**config.mk**
```make
export PLATFORM = sky130hd
export DESIGN_NAME = axi4_stream_aligner
export DESIGN_NICKNAME = d
export VERILOG_FILES = /design/src/rtl/axi4_stream_aligner.sv
export SDC_FILE = /design/constraint.sdc
export NUM_CORES = 1
export LEC_CHECK = 0
export CAP_MARGIN = 5
export CORE_ASPECT_RATIO = 1.4
export CORE_UTILIZATION = 39
export CTS_CLUSTER_DIAMETER = 200
export DETAILED_ROUTE_END_ITERATION = 8
export GPL_TIMING_DRIVEN = 0
export PLACE_DENSITY = 0.71
export SLEW_MARGIN = 20
export SYNTH_ARGS = -nofsm -noshare
export SYNTH_HDL_FRONTEND = slang
export SYNTH_SLANG_ARGS = --single-unit
```
**constraint.sdc**
```tcl
create_clock -name clk_i -period 6.9 [get_ports clk_i]
set_input_delay 1.38 -clock clk_i [delete_from_list [all_inputs] [get_ports clk_i]]
set_output_delay 1.38 -clock clk_i [all_outputs]
set_load 0.02 [all_outputs]
```
**src/rtl/axi4_stream_aligner.sv**
```systemverilog
// Strips shift_i leading null bytes from the first beat of each AXI4-Stream packet
// and repacks the payload so it starts at byte lane 0, using a one-beat holding buffer.
module axi4_stream_aligner #(
  parameter int DATA_WIDTH     = 32,
  parameter int ID_WIDTH       = 1,
  parameter int DEST_WIDTH     = 1,
  parameter int USER_WIDTH     = 1,
  parameter int DATA_WIDTH_B   = DATA_WIDTH / 8,
  parameter int DATA_WIDTH_B_W = $clog2(DATA_WIDTH_B)
) (
  input  logic                      clk_i,
  input  logic                      rst_i,
  input  logic [DATA_WIDTH_B_W-1:0] shift_i,
  input  logic [DATA_WIDTH-1:0]     pkt_in_tdata_i,
  input  logic [DATA_WIDTH_B-1:0]   pkt_in_tkeep_i,
  input  logic [DATA_WIDTH_B-1:0]   pkt_in_tstrb_i,
  input  logic                      pkt_in_tlast_i,
  input  logic [ID_WIDTH-1:0]       pkt_in_tid_i,
  input  logic [DEST_WIDTH-1:0]     pkt_in_tdest_i,
  input  logic [USER_WIDTH-1:0]     pkt_in_tuser_i,
  input  logic                      pkt_in_tvalid_i,
  output logic                      pkt_in_tready_o,
  output logic [DATA_WIDTH-1:0]     pkt_out_tdata_o,
  output logic [DATA_WIDTH_B-1:0]   pkt_out_tkeep_o,
  output logic [DATA_WIDTH_B-1:0]   pkt_out_tstrb_o,
  output logic                      pkt_out_tlast_o,
  output logic [ID_WIDTH-1:0]       pkt_out_tid_o,
  output logic [DEST_WIDTH-1:0]     pkt_out_tdest_o,
  output logic [USER_WIDTH-1:0]     pkt_out_tuser_o,
  output logic                      pkt_out_tvalid_o,
  input  logic                      pkt_out_tready_i,
  output logic                      drop_o,
  output logic [1:0]                state_o
);

  // Handshakes: a beat transfers on a rising clk edge where tvalid and tready are both
  // high; tvalid never depends on tready, and a raised tvalid holds until that transfer.

  localparam int LW = DATA_WIDTH_B_W + 1;

  typedef enum logic [1:0] {
    IDLE = 2'd0,
    HOLD = 2'd1,
    TAIL = 2'd2
  } state_e;

  state_e                    state_q, state_d;
  logic [DATA_WIDTH-1:0]     held_data_q, held_data_d;
  logic [DATA_WIDTH_B_W-1:0] s_q, s_d;
  logic [LW-1:0]             l_q, l_d;
  logic [ID_WIDTH-1:0]       tid_q, tid_d;
  logic [DEST_WIDTH-1:0]     tdest_q, tdest_d;
  logic [USER_WIDTH-1:0]     tuser_q, tuser_d;
  logic                      drop_q, drop_d;

  logic [DATA_WIDTH_B-1:0]   keep_or;
  logic [LW-1:0]             in_len;
  logic [LW-1:0]             shift_ext;
  logic [LW-1:0]             s_ext;
  logic [LW-1:0]             hold_cnt;
  logic [LW-1:0]             tail_cnt;
  logic [DATA_WIDTH-1:0]     merged;
  logic [DATA_WIDTH_B-1:0]   byte_mask;
  logic [DATA_WIDTH-1:0]     bit_mask;
  logic                      in_hs;

  function automatic logic [DATA_WIDTH_B-1:0] low_mask(input logic [LW-1:0] n);
    for (int i = 0; i < DATA_WIDTH_B; i++) begin
      low_mask[i] = (i < int'(n));
    end
  endfunction

  // Byte count of the incoming beat; only a tlast beat may be partial.
  always_comb begin
    logic [LW-1:0] pop;
    keep_or = pkt_in_tkeep_i | pkt_in_tstrb_i;
    pop     = '0;
    for (int i = 0; i < DATA_WIDTH_B; i++) begin
      pop = pop + LW'(keep_or[i]);
    end
    in_len = pkt_in_tlast_i ? pop : LW'(DATA_WIDTH_B);
  end

  assign shift_ext = {1'b0, shift_i};
  assign s_ext     = {1'b0, s_q};
  assign hold_cnt  = LW'(DATA_WIDTH_B) - s_ext + in_len;
  assign tail_cnt  = l_q - s_ext;

  // Upper lanes of the held beat slide down; low lanes of the incoming beat fill the top.
  assign merged = DATA_WIDTH'({pkt_in_tdata_i, held_data_q} >> {s_q, 3'b000});

  always_comb begin
    bit_mask = '0;
    for (int i = 0; i < DATA_WIDTH_B; i++) begin
      bit_mask[8*i +: 8] = {8{byte_mask[i]}};
    end
  end

  assign in_hs = pkt_in_tvalid_i & pkt_in_tready_o;

  always_comb begin
    state_d          = state_q;
    held_data_d      = held_data_q;
    s_d              = s_q;
    l_d              = l_q;
    tid_d            = tid_q;
    tdest_d          = tdest_q;
    tuser_d          = tuser_q;
    drop_d           = 1'b0;
    pkt_in_tready_o  = 1'b0;
    pkt_out_tvalid_o = 1'b0;
    pkt_out_tlast_o  = 1'b0;
    byte_mask        = '0;

    case (state_q)
      IDLE: begin
        pkt_in_tready_o = 1'b1;
        if (in_hs) begin
          s_d         = shift_i;
          tid_d       = pkt_in_tid_i;
          tdest_d     = pkt_in_tdest_i;
          tuser_d     = pkt_in_tuser_i;
          held_data_d = pkt_in_tdata_i;
          if (pkt_in_tlast_i && (in_len <= shift_ext)) begin
            drop_d = 1'b1;
          end else if (pkt_in_tlast_i) begin
            l_d     = in_len;
            state_d = TAIL;
          end else begin
            state_d = HOLD;
          end
        end
      end

      HOLD: begin
        pkt_out_tvalid_o = pkt_in_tvalid_i;
        pkt_in_tready_o  = pkt_out_tready_i;
        if (pkt_in_tlast_i && (in_len <= s_ext)) begin
          // Remaining payload fits in one output beat: the packet shrinks by one beat.
          pkt_out_tlast_o = 1'b1;
          byte_mask       = low_mask(hold_cnt);
          if (in_hs) begin
            state_d = IDLE;
          end
        end else begin
          byte_mask = '1;
          if (in_hs) begin
            held_data_d = pkt_in_tdata_i;
            if (pkt_in_tlast_i) begin
              l_d     = in_len;
              state_d = TAIL;
            end
          end
        end
      end

      TAIL: begin
        pkt_out_tvalid_o = 1'b1;
        pkt_out_tlast_o  = 1'b1;
        byte_mask        = low_mask(tail_cnt);
        if (pkt_out_tready_i) begin
          state_d = IDLE;
        end
      end

      default: begin
        state_d = IDLE;
      end
    endcase
  end

  always_ff @(posedge clk_i or posedge rst_i) begin
    if (rst_i) begin
      state_q     <= IDLE;
      held_data_q <= '0;
      s_q         <= '0;
      l_q         <= '0;
      tid_q       <= '0;
      tdest_q     <= '0;
      tuser_q     <= '0;
      drop_q      <= 1'b0;
    end else begin
      state_q     <= state_d;
      held_data_q <= held_data_d;
      s_q         <= s_d;
      l_q         <= l_d;
      tid_q       <= tid_d;
      tdest_q     <= tdest_d;
      tuser_q     <= tuser_d;
      drop_q      <= drop_d;
    end
  end

  assign pkt_out_tdata_o = merged & bit_mask;
  assign pkt_out_tkeep_o = byte_mask;
  assign pkt_out_tstrb_o = byte_mask;
  assign pkt_out_tid_o   = tid_q;
  assign pkt_out_tdest_o = tdest_q;
  assign pkt_out_tuser_o = tuser_q;
  assign drop_o          = drop_q;
  assign state_o         = state_q;

endmodule

```
**Yosys cells after proc, flatten, opt, wreduce, memory -nomap -nowiden**

Cells that the tools add are included.

- Bits of input ports: 50
- Output and inout port bits: 49
- Register bits: 43
- Word-level logic and storage cells: 72

- Bitwise gates (word level): 3
- Add/subtract/negate cells: 6
- Mux-type cells: 28
- Reductions and logical operators: 8
- $lt $le $gt $ge: 10
- Equal/unequal tests: 8
- Shifts and indexed selects: 1

Operator list:

| operator | count |
|---|---|
| $mux 32 | 2 |
| $pmux 32 s2 | 1 |
| $shr 64x5->32 | 1 |
| $and 32x32->32 | 1 |
| $mux 3 | 6 |
| $mux 2 | 8 |
| $lt 1x3->1 const A | 4 |
| $lt 2x3->1 const A | 4 |
| $ne 2x2->1 const B | 5 |
| $reduce_and 5->1 | 2 |
| $pmux 4 s2 | 1 |
| $le 3x2->1 | 2 |
| $pmux 1 s2 | 3 |
| $pmux 2 s3 | 1 |
| $pmux 3 s2 | 1 |
| $mux 1 | 4 |
| $mux 4 | 1 |
| $or 4x4->4 | 1 |
| $reduce_and 2->1 | 2 |
| $add 2x1->3 | 1 |
| $add 3x1->3 | 1 |
| $add 3x3->3 | 1 |
| $ne 3x3->1 const B | 1 |
| $sub 3x2->3 | 1 |
| other kinds (8) | 9 |

**Logic depth before layout (Yosys ltp)**

Gate-level depths: netlist of the first run.

- Word-level depth: 10
- Depth in mapped cells: 14
- Depth with buffers taken out: 13

**Worst setup path after synthesis of the first run**

Ideal clock, no wire load.

- Kind: in2out
- Start point: input pkt_in_tstrb_i[3]
- End point: output pkt_out_tstrb_o[1]
- Cell stages on the path: 13
- Slack: 1,125 ps
- Data required time: 5,520 ps
- Arrival: 4,395 ps
- Buffers on the path: 1
- Cells stage by stage: or2_2 -> fa_1 -> ha_1 -> ha_1 -> and2_1 -> ha_1 -> ha_1 -> xor2_1 -> nor2_1 -> a21boi_0 -> o21ai_1 -> inv_1 -> buf_4

- Word-level cells in the longest chain between the ends: 7
- Elaborated cells between the ends (all ways): 9
- Classes of those cells: add/sub (2); order compare (2); mux (3); bitwise (1); reduce/logical (1)

RTL lines:

| what | line | RTL |
|---|---|---|
| from (decl) | 16 | `input logic [DATA_WIDTH_B-1:0] pkt_in_tstrb_i,` |
| $or 4x4->4 * | 76 | `keep_or = pkt_in_tkeep_i \| pkt_in_tstrb_i;` |
| $add 3x1->3 * | 79 | `pop = pop + LW'(keep_or[i]);` |
| $mux 3 * | 81 | `in_len = pkt_in_tlast_i ? pop : LW'(DATA_WIDTH_B);` |
| via in_len[1] | 57 | `logic [LW-1:0] in_len;` |
| $add 3x3->3 or $le 3x2->1 (tied branches) | 86, 138 |  |
| $lt 1x3->1 or $logic_and 1x1->1 (tied branches) | 69, 138 |  |
| $mux 4 * | 138 | `if (pkt_in_tlast_i && (in_len <= s_ext)) begin` |
| $pmux 4 s2 * | 115 | `case (state_q)` |
| to (decl) | 25 | `output logic [DATA_WIDTH_B-1:0] pkt_out_tstrb_o,` |

Mark *: on every way through the listed nets, which the timed path passes. The rest lies on a longest branch.

**Worst setup path in the final report of the first run**

- Start point: input pkt_in_tstrb_i[3]
- End point: output pkt_out_tdata_o[12]

- Word-level cells in the longest chain between the ends: 8
- Elaborated cells between the ends (all ways): 10
- Classes of those cells: add/sub (2); order compare (2); mux (3); bitwise (2); reduce/logical (1)

RTL lines:

| what | line | RTL |
|---|---|---|
| $or 4x4->4 * | 76 |  |
| $add 3x1->3 * | 79 |  |
| $mux 3 * | 81 |  |
| via in_len[1] | 57 |  |
| $add 3x3->3 or $le 3x2->1 (tied branches) | 86, 138 |  |
| $lt 1x3->1 or $logic_and 1x1->1 (tied branches) | 69, 138 |  |
| $mux 4 * | 138 |  |
| $pmux 4 s2 * | 115 |  |
| $and 32x32->32 * | 194 | `assign pkt_out_tdata_o = merged & bit_mask;` |
| to (decl) | 23 | `output logic [DATA_WIDTH-1:0] pkt_out_tdata_o,` |

Marked as above.

==> flow_summary.ini, run 1 <==
[synthesis]
synth_seq_area_share_pct = 34.4
synth_nets = 313
synthesis.area_mm2 = 0.00313
synthTopCellsByCount = dfrtp_1, mux2_2, mux4_2
synth_flop_cell = dfrtp_1
yosysWarnings = 0
synth_cells = 249
async_reset_ff_share_pct = 100
netlist_top_cells_area = dfrtp_1, mux4_2, mux2_2, nor2b_1, ha_1
synth_cell_types = 36
yosysTopAreaCellShare_pct = 34.4
synth_area_per_cell_um2 = 12.6
synth_edf_count = 0
synth.largest_area_cell = dfrtp_1
synth_most_common_cell = dfrtp_1
synth_seq_cells = 43

[worst_setup_path]
cp.arrival_ns = 5.39
rrSetupSlack_ns = 3.59
cp_num_buf_inv = 2
required_ns = 5.52
start_kind = primary input
r2r_cells = 10
end_kind = output port
critical_path.cell_chain = clkdlybuf4s50_1 -> or2_2 -> fa_1 -> ha_1 -> ha_1 -> and2_1 -> ha_1 -> ha_1 -> xor2_1 -> nor2_1 -> a21boi_0 -> o21ai_4 -> nor2b_1 -> clkdlybuf4s50_1
crit_fanout = 9
cpMostUsedCell = ha_1
reg2reg_to = held_data_q[21]
rr_startpoint = s_q[1]
crit_type = primary input to output port
path_delay_family = adder cells
worst_path_max_delay_cell = clkdlybuf4s50_1
cpPeakStageDelay_ns = 0.63

[worst_hold_path]
hp-start = pkt_out_tid_o
hold_path_depth = 1
hold_end = pkt_out_tid_o
hp-class = register to register

[drt]
first_pass_iters = 4
via_per_inst = 5.48
routed_wl_um = 8490
antenna_left = 0
remaining_drc_errors = 0
drt_iter0_drc = 156
vias = 2492
wire_per_inst_um = 18.7

[global_route]
grt_overflow = 0
use_met2_pct = 38.6
busiest_layer = met2
grt_usage_pct = 21.9
grt_pass1_vias = 2551
use_met1_pct = 27.8
grt_first_pass_wirelength_um = 13700
antenna_found_initial = 0
grtUsageMet3_pct = 2.88
grt_max_degree = 30

[power]
power_leakage_nw = 1.74
powerDensity_mw_per_mm2 = 502
peakVddDrop_uv = 219

[sta]
holdWs_ns = 0.513
fin_crit_sh_pct = 98.1
clock_skew_ns = 0.0112
setup_viol = 0
timing.final.crit_period_ns = 6.77
finalMaxSlewViolations = 0
maxSlewHeadroom_pct = 63.9
clock.fmax_mhz = 148
hold_violations = 0
setup_tns_ns = 0
tightest_slew_ns = 0.542

[clocking]
cts_tree = yes
numCtsBuffers = 5
clock_sinks = 43
clk_pin_slew_ns = 0.09
worstSkewPairLatency_ns = 0.30
cts_setup_buffers = 0
cts_buffer_depth = 2
htreeDepth = 2
cts_root_buf = clkbuf_8

[placed_design]
place_inst = 447
dp_hpwl_um = 6320
numPortBuffers = 97
postPlaceCellArea_mm2 = 0.00424
gp_congestion = 0.816

[floorplan]
core-area_mm2 = 0.00775
die-area_mm2 = 0.00838
dieHeight_um = 108
io_pins = 99
fp-row-count = 38
die_x_um = 77.7
initial_core_util_pct = 40.3

[layout]
nets = 418
area_growth_pct = 38.8
layoutNonFillerInstCount = 455
layout-drive-gt1-share_pct = 29.9
diodes = 0
stdcell_area_mm2 = 0.00434
n_fill_cell = 689

[status]
status = finished clean

[flow_run]
max_cap_violations = 0
stage by stage:
| stage | worst slack (ns) | util [%] | total power, mW |
|---|---|---|---|
| floorplan | 1.13 | - | 1.48 |
| global placement | -0.210 | 54.5 | 1.99 |
| detailed placement | -0.233 | 54.7 | 2.01 |
| CTS | 0.0619 | 55.9 | 2.18 |
| global route | -0.0466 | 56.0 | 2.33 |
| finish | 0.129 | 56.0 | 2.18 |
how the worst max path moves through the flow:
stage | start | endpoint | slack [ns] | depth (start not counted)
after floorplan | pkt_in_tstrb_i[3] | pkt_out_tstrb_o[1] | 1.13 | 13
final | pkt_in_tstrb_i[3] | pkt_out_tdata_o[12] | 0.13 | 14
after global routing | pkt_in_tstrb_i[3] | pkt_out_tstrb_o[1] | -0.05 | 15
after global placement | pkt_in_tstrb_i[3] | pkt_out_tstrb_o[1] | -0.21 | 15
after CTS | pkt_in_tstrb_i[3] | pkt_out_tstrb_o[3] | 0.06 | 14
after detailed placement | pkt_in_tstrb_i[3] | pkt_out_tstrb_o[1] | -0.23 | 15
timing repair:
item | 4_1_cts | 5_1_grt
endpoints found under the setup margin | 10 | 7
hold buffers | 0 | 0
endpoints found under the hold margin | 0 | 0
gates cloned | 0 | 0
gates resized for setup | 1 | 3
per-layer routing:
layer  up-vias  wire (µm)
met5         -          0
met4         0        102
met3         5        525
met2       101       4510
met1      1264       3350
li1       1122          -
cell usage in the layout, fill, tap and decap left out, drive strengths merged, types with 4 or more instances in the layout:
| cell | synthesis | routed |
|---|---|---|
| nand2 | 10 | 10 |
| and3 | 8 | 8 |
| or2 | 4 | 4 |
| dfrtp | 43 | 43 |
| clkdlybuf4s50 | 0 | 97 |
| clkbuf | 2 | 7 |
| mux4 | 32 | 32 |
| a21oi | 5 | 5 |
| nor2b | 27 | 27 |
| mux2 | 40 | 40 |
| inv | 15 | 15 |
| o21ai | 6 | 6 |
| ha | 12 | 12 |
| nor2 | 6 | 6 |
| buf | 16 | 17 |
area by class of cell:
cell class | instances | area (µm²) | area share (%)
Sequential cell | 43 | 1080 | 24.8
Timing Repair Buffer | 98 | 991 | 22.8
Clock inverter | 3 | 15.0 | 0.346
Multi-Input combinational cell | 173 | 1910 | 44.0
Buffer | 18 | 97.6 | 2.25
Tap cell | 100 | 125 | 2.88
Clock buffer | 5 | 68.8 | 1.59
Inverter | 15 | 56.3 | 1.30
logic make-up after synthesis:
| group | after synthesis | share of synthesized area [%] |
|---|---|---|
| muxes | 72 | 37.5 |
| and+or+nand+nor | 63 | 11.6 |
| DFF | 43 | 34.4 |
| buffers and inverters | 33 | 4.92 |
| AOI/OAI and AO/OA | 22 | 4.88 |
| adders and majority gates | 14 | 6.08 |
| xor gates and xnor gates | 2 | 0.561 |
flip-flops by register name (all words and copies together) (netlist names):
name / cells
s_q: 2
pkt_out_tdest_o: 1
drop_o: 1
pkt_out_tid_o: 1
pkt_out_tuser_o: 1
state_o: 2
l_q: 3
held_data_q: 32
report_power, final:
group	internal (mW)	leakage, nW	switching (mW)
logic	0.823	1.18	0.718
registers	0.380	0.509	0.0992
clock network	0.0694	0.0477	0.0907
(Power assumes the default switching activity.)
==> inputs of run 2 (changes only) <==
- SETUP_SLACK_MARGIN: not set -> 0.02
==> run 2 against run 1 <==
  * Combinational power barely moved
  * Maximum frequency is 0.38% higher
  * Clock-buffer cell count did not move
  * Die area stayed put
  * Design area unchanged
  * Utilization is the same
  * Total power is 0.15% higher
  * Routed wire length grew 0.42%
==> flow_summary.ini, run 2 (synthesis results as in run 1) <==
[layout]
layoutNonFillerInstCount = 455
area_growth_pct = 38.8
regMostFlops = held_data_q
stdcell_area_mm2 = 0.00434
layout_commonest_cell = clkdlybuf4s50_1
layout-drive-gt1-share_pct = 29.9
top_regs = held_data_q (32), l_q (3)
fin_util_pct = 56.0
final_cell_mix = clkdlybuf4s50_1, dfrtp_1, mux2_2
diodes = 0
nets = 418
n_fill_cell = 689
largest_reg_flops = 32

[placed_design]
place_ws_ns = -0.233
dp_hpwl_um = 6320
numPortBuffers = 97
postPlaceCellArea_mm2 = 0.00424
gp_congestion = 0.816
place_inst = 447

[clocking]
htreeDepth = 2
cts_root_buf = clkbuf_8
clock_sinks = 43
cts_tree = yes
cts_setup_buffers = 0
hold_buffers = 0
worstSkewPairLatency_ns = 0.30
cts_buffer_depth = 2
numCtsBuffers = 5
clk_pin_slew_ns = 0.09

[status]
status = finished clean

[drt]
drt_iter0_drc = 154
routed_wl_um = 8520
antenna_left = 0
remaining_drc_errors = 0
wire_per_inst_um = 18.7
first_pass_iters = 5
vias = 2504
via_per_inst = 5.50

[floorplan]
dieHeight_um = 108
die-area_mm2 = 0.00838
fp-row-count = 38
die_x_um = 77.7
core-area_mm2 = 0.00775
initial_core_util_pct = 40.3
io_pins = 99

[power]
p_switching_mw = 0.911
internal_power_mw = 1.27
powerDensity_mw_per_mm2 = 503
power_leakage_nw = 1.74
clkPwrFrac_pct = 7.3
peakVddDrop_uv = 219
total_power_mw = 2.18
p_comb_share_pct = 70.7
sw_frac_of_total_pct = 41.7
p_seq_share_pct = 22.0

[worst_setup_path]
cp_num_cells = 15
cp.arrival_ns = 5.37
worst_path_max_delay_cell = clkdlybuf4s50_1
crit_fanout = 9
cpPeakStageDelay_ns = 0.52
crit_type = primary input to output port
r2r_cells = 10
path_delay_family = adder cells
cpMostUsedCell = ha_1
critical_path.cell_chain = clkdlybuf4s50_1 -> or2_2 -> fa_1 -> ha_1 -> ha_1 -> and2_1 -> ha_1 -> ha_1 -> xor2_1 -> nor2_1 -> nand3_1 -> a22o_2 -> and2_1 -> buf_4 -> clkdlybuf4s50_1
rrSetupSlack_ns = 3.58
cp_num_buf_inv = 3
required_ns = 5.52
start_kind = primary input
end_kind = output port

[sta]
finalMaxSlewViolations = 0
clock.fmax_mhz = 148
hold_violations = 0
maxSlewHeadroom_pct = 63.2
tightest_slew_ns = 0.553
clock_skew_ns = 0.0118
setup_tns_ns = 0
timing.final.crit_period_ns = 6.75
fin_crit_sh_pct = 97.8
setup_viol = 0
holdWs_ns = 0.513
setup_slack_ns = 0.154

[global_route]
grt_max_degree = 30
grt_overflow = 0
antenna_found_initial = 0
grt_pass1_vias = 2551
grt_usage_pct = 21.9
grt_first_pass_wirelength_um = 13700

[flow_run]
max_cap_violations = 0

[worst_hold_path]
hold_path_depth = 1
hp-class = register to register
==> run 2: cell counts in the layout (fill, tap and decap cells not counted) <==
No cell type changed its count.
==> run 2: worst reg2reg max path, cell delays in order (launching register included) <==
cell     delay [ns]
dfrtp_1        0.33
buf_2          0.24
buf_2          0.31
buf_2          0.34
inv_1          0.13
ha_1           0.33
nor3b_2        0.25
o21ai_2        0.14
a21oi_2        0.34
buf_2          0.39
mux2_2         0.39
==> run 2: area by class of cell <==
class / instances / area, µm² / share of cell area, %
multi-input cells: 173 / 1910 / 44.0
inverters: 15 / 56.3 / 1.30
flip-flops and latches: 43 / 1080 / 24.8
clock buffers: 5 / 68.8 / 1.59
plain buffers: 18 / 97.6 / 2.25
clock inverters: 3 / 15.0 / 0.346
repair buffers: 98 / 991 / 22.8
well taps: 100 / 125 / 2.88
==> run 2: what timing repair did <==
action | 4_1_cts | 5_1_grt
gates resized for setup | 1 | 4
hold endpoints to repair | 0 | 0
endpoints found under the setup margin | 10 | 17
cloned | 0 | 0
==> run 2: power by group through the flow <==
stage / Clock (mW) / Combinational (mW) / Sequential (mW)
final: 0.160 / 1.54 / 0.480
after global routing: 0.171 / 1.66 / 0.498
after CTS: 0.164 / 1.54 / 0.477
after detailed placement: 0 / 1.53 / 0.483
after global placement: 0 / 1.51 / 0.474
after floorplan: 0 / 1.01 / 0.470
==> run 2: worst paths after layout <==
kind / to / startpoint
setup / recovery: pkt_out_tstrb_o[0] / pkt_in_tstrb_i[3]
hold reg to reg: pkt_out_tid_o / pkt_out_tid_o
hold / removal: pkt_out_tid_o / pkt_out_tid_o
min in group asynchronous: held_data_q[12] / rst_i
setup reg to reg: held_data_q[21] / s_q[1]
max in group asynchronous: held_data_q[8] / rst_i
==> run 2: metal layers <==
metal / vias to the layer above / part of all wire [%] / track usage, %
met1: 1272 / 39 / 27.8
met4: 0 / 1.2 / 7.01
met3: 5 / 6.7 / 2.88
li1: 1122 / - / -
met5: - / 0 / 0
met2: 105 / 53 / 38.6
==> inputs of run 3 (changes only) <==
- CELL_PAD_IN_SITES_DETAIL_PLACEMENT: not set -> 1
- CELL_PAD_IN_SITES_GLOBAL_PLACEMENT: not set -> 2
- CORE_UTILIZATION: 39 -> 33
- PLACE_DENSITY: 0.71 -> not set
- PLACE_DENSITY_LB_ADDON: not set -> 0.1
==> run 3 against run 2 <==
  * The run now ends with DRC left
  * Clock power rose by 90%
  * Sequential share of layout area fell by 0.80 points
  * Clock-buffer cell count rose by 1
  * Utilization fell by 6.6 points
  * Critical path depth did not move
  * Global-route usage fell by 1.5 points
  * Combinational power rose by 3%
  * Critical endpoint unchanged
  * Largest cell class unchanged
==> flow_summary.ini, run 3 (synthesis results as in run 1) <==
[power]
total_power_mw = 2.37
powerDensity_mw_per_mm2 = 529
power_leakage_nw = 1.87
peakVddDrop_uv = 247

[worst_setup_path]
end_kind = output port
crit_fanout = 9
crit_type = primary input to output port
crit_path_start = pkt_in_tstrb_i[3]
cpPeakStageDelay_ns = 0.52
cp.arrival_ns = 5.36
start_kind = primary input
required_ns = 5.52
worst_path_max_delay_cell = clkdlybuf4s50_1
cpMostUsedCell = ha_1
rr_startpoint = s_q[1]
critical_path.cell_chain = clkdlybuf4s50_1 -> or2_2 -> fa_1 -> ha_1 -> ha_1 -> and2_1 -> ha_1 -> ha_1 -> xor2_1 -> nor2_1 -> nand3_1 -> a22o_2 -> and2_1 -> buf_4 -> clkdlybuf4s50_1

[floorplan]
core-area_mm2 = 0.00908
die-area_mm2 = 0.00987
initial_core_util_pct = 34.4
dieHeight_um = 117
fp-row-count = 41
die_x_um = 84.3
io_pins = 99

[layout]
layout_commonest_cell = clkdlybuf4s50_1
largest_reg_flops = 32
nets = 419
n_fill_cell = 968
top_regs = held_data_q (32), l_q (3)
regMostFlops = held_data_q
area_growth_pct = 43.5
final_cell_mix = clkdlybuf4s50_1, dfrtp_1, mux2_2
diodes = 0
layout-drive-gt1-share_pct = 29.8

[placed_design]
dp_hpwl_um = 7280
gp_congestion = 0.783
numPortBuffers = 97

[worst_hold_path]
hp-class = register to register
hp-start = held_data_q[1]

[clocking]
htreeDepth = 2
cts_root_buf = clkbuf_16
numCtsBuffers = 5
cts_tree = yes
cts_buffer_depth = 2
clk_pin_slew_ns = 0.06
clock_sinks = 43
hold_buffers = 0
cts_setup_buffers = 0
worstSkewPairLatency_ns = 0.28

[sta]
hold_violations = 0
tightest_slew_ns = 0.574
setup_tns_ns = 0
clock_skew_ns = 0.00344
rsz0062_at_grt = yes
clock.fmax_mhz = 148
timing.final.crit_period_ns = 6.74
maxSlewHeadroom_pct = 60.8
setup_viol = 0
fin_crit_sh_pct = 97.7
finalMaxSlewViolations = 0

[global_route]
grt_max_degree = 32
grt_pass1_vias = 2707
grt_first_pass_wirelength_um = 15000
grt_usage_pct = 20.4
grt_overflow = 0
antenna_found_initial = 0

[drt]
wire_per_inst_um = 21.2
routed_wl_um = 9840
drt_iter0_drc = 64
antenna_left = 0
via_per_inst = 5.40
first_pass_iters = 6
remaining_drc_errors = 12
vias = 2500

[status]
status = finished, violations left
violations = DRC

[flow_run]
max_cap_violations = 0
==> run 3: metal layers <==
layer / up-vias / GRT usage, % / part of all wire, %
li1: 1127 / - / -
met5: - / 0 / 0
met2: 61 / 39.9 / 56
met3: 7 / 3.44 / 4.0
met4: 0 / 4.83 / 1.2
met1: 1305 / 23.3 / 39
==> run 3: layout make-up <==
class                   count  area [µm²]  share of cell area, %
inverters                  15        56.3                   1.26
well taps                 107         134                   2.99
clock inverters             2        60.1                   1.34
plain buffers              18        97.6                   2.18
clock buffers               6         129                   2.87
multi-input cells         174        1930                   43.0
flip-flops and latches     43        1080                   24.0
repair buffers             98        1000                   22.4
==> run 3: path summary, 6_finish.rpt <==
kind	to	slack, ns	depth (start not counted)
worst max register to register	held_data_q[15]	3.44	10
worst max-delay path	pkt_out_tstrb_o[0]	0.16	15
max in group asynchronous	state_o[1]	5.04	3
worst min register to register	held_data_q[1]	0.51	1
worst min-delay path	held_data_q[1]	0.51	1
min in group asynchronous	pkt_out_tid_o	1.37	2
==> run 3: where the power goes <==
group / switching (mW) / internal, mW
combinational: 0.752 / 0.826
sequential: 0.110 / 0.381
clock: 0.0967 / 0.208
==> run 3: repair_timing <==
item / CTS / global route
cloned: 0 / 1
endpoints found under the setup margin: 11 / 16
gates resized for setup: 2 / 11
pin swaps: 0 / 1
==> run 3: critical path, delay by kind of cell <==
| family | cells | cell delay (ns) |
|---|---|---|
| XOR/XNOR | 1 | 0.17 |
| AND/OR/NAND/NOR | 5 | 0.95 |
| adder cells (fa/ha/maj) | 5 | 1.51 |
| AO/OA/AOI/OAI | 1 | 0.30 |
| buffers and inverters | 3 | 1.05 |
==> run 3: stage by stage <==
step | cells | hold WS [ns] | worst slack, ns | util [%] | area, µm²
final | 463 | 0.508 | 0.158 | 49.4 | 4480
after global routing | 463 | 0.521 | -0.0114 | 49.4 | 4480
after CTS | 462 | 0.509 | 0.00569 | 48.9 | 4440
after detailed placement | 454 | 0.496 | -0.259 | 46.8 | 4250
after global placement | 453 | 0.479 | -0.248 | 46.6 | 4230
after floorplan | 249 | 0.464 | 1.13 | - | 3130
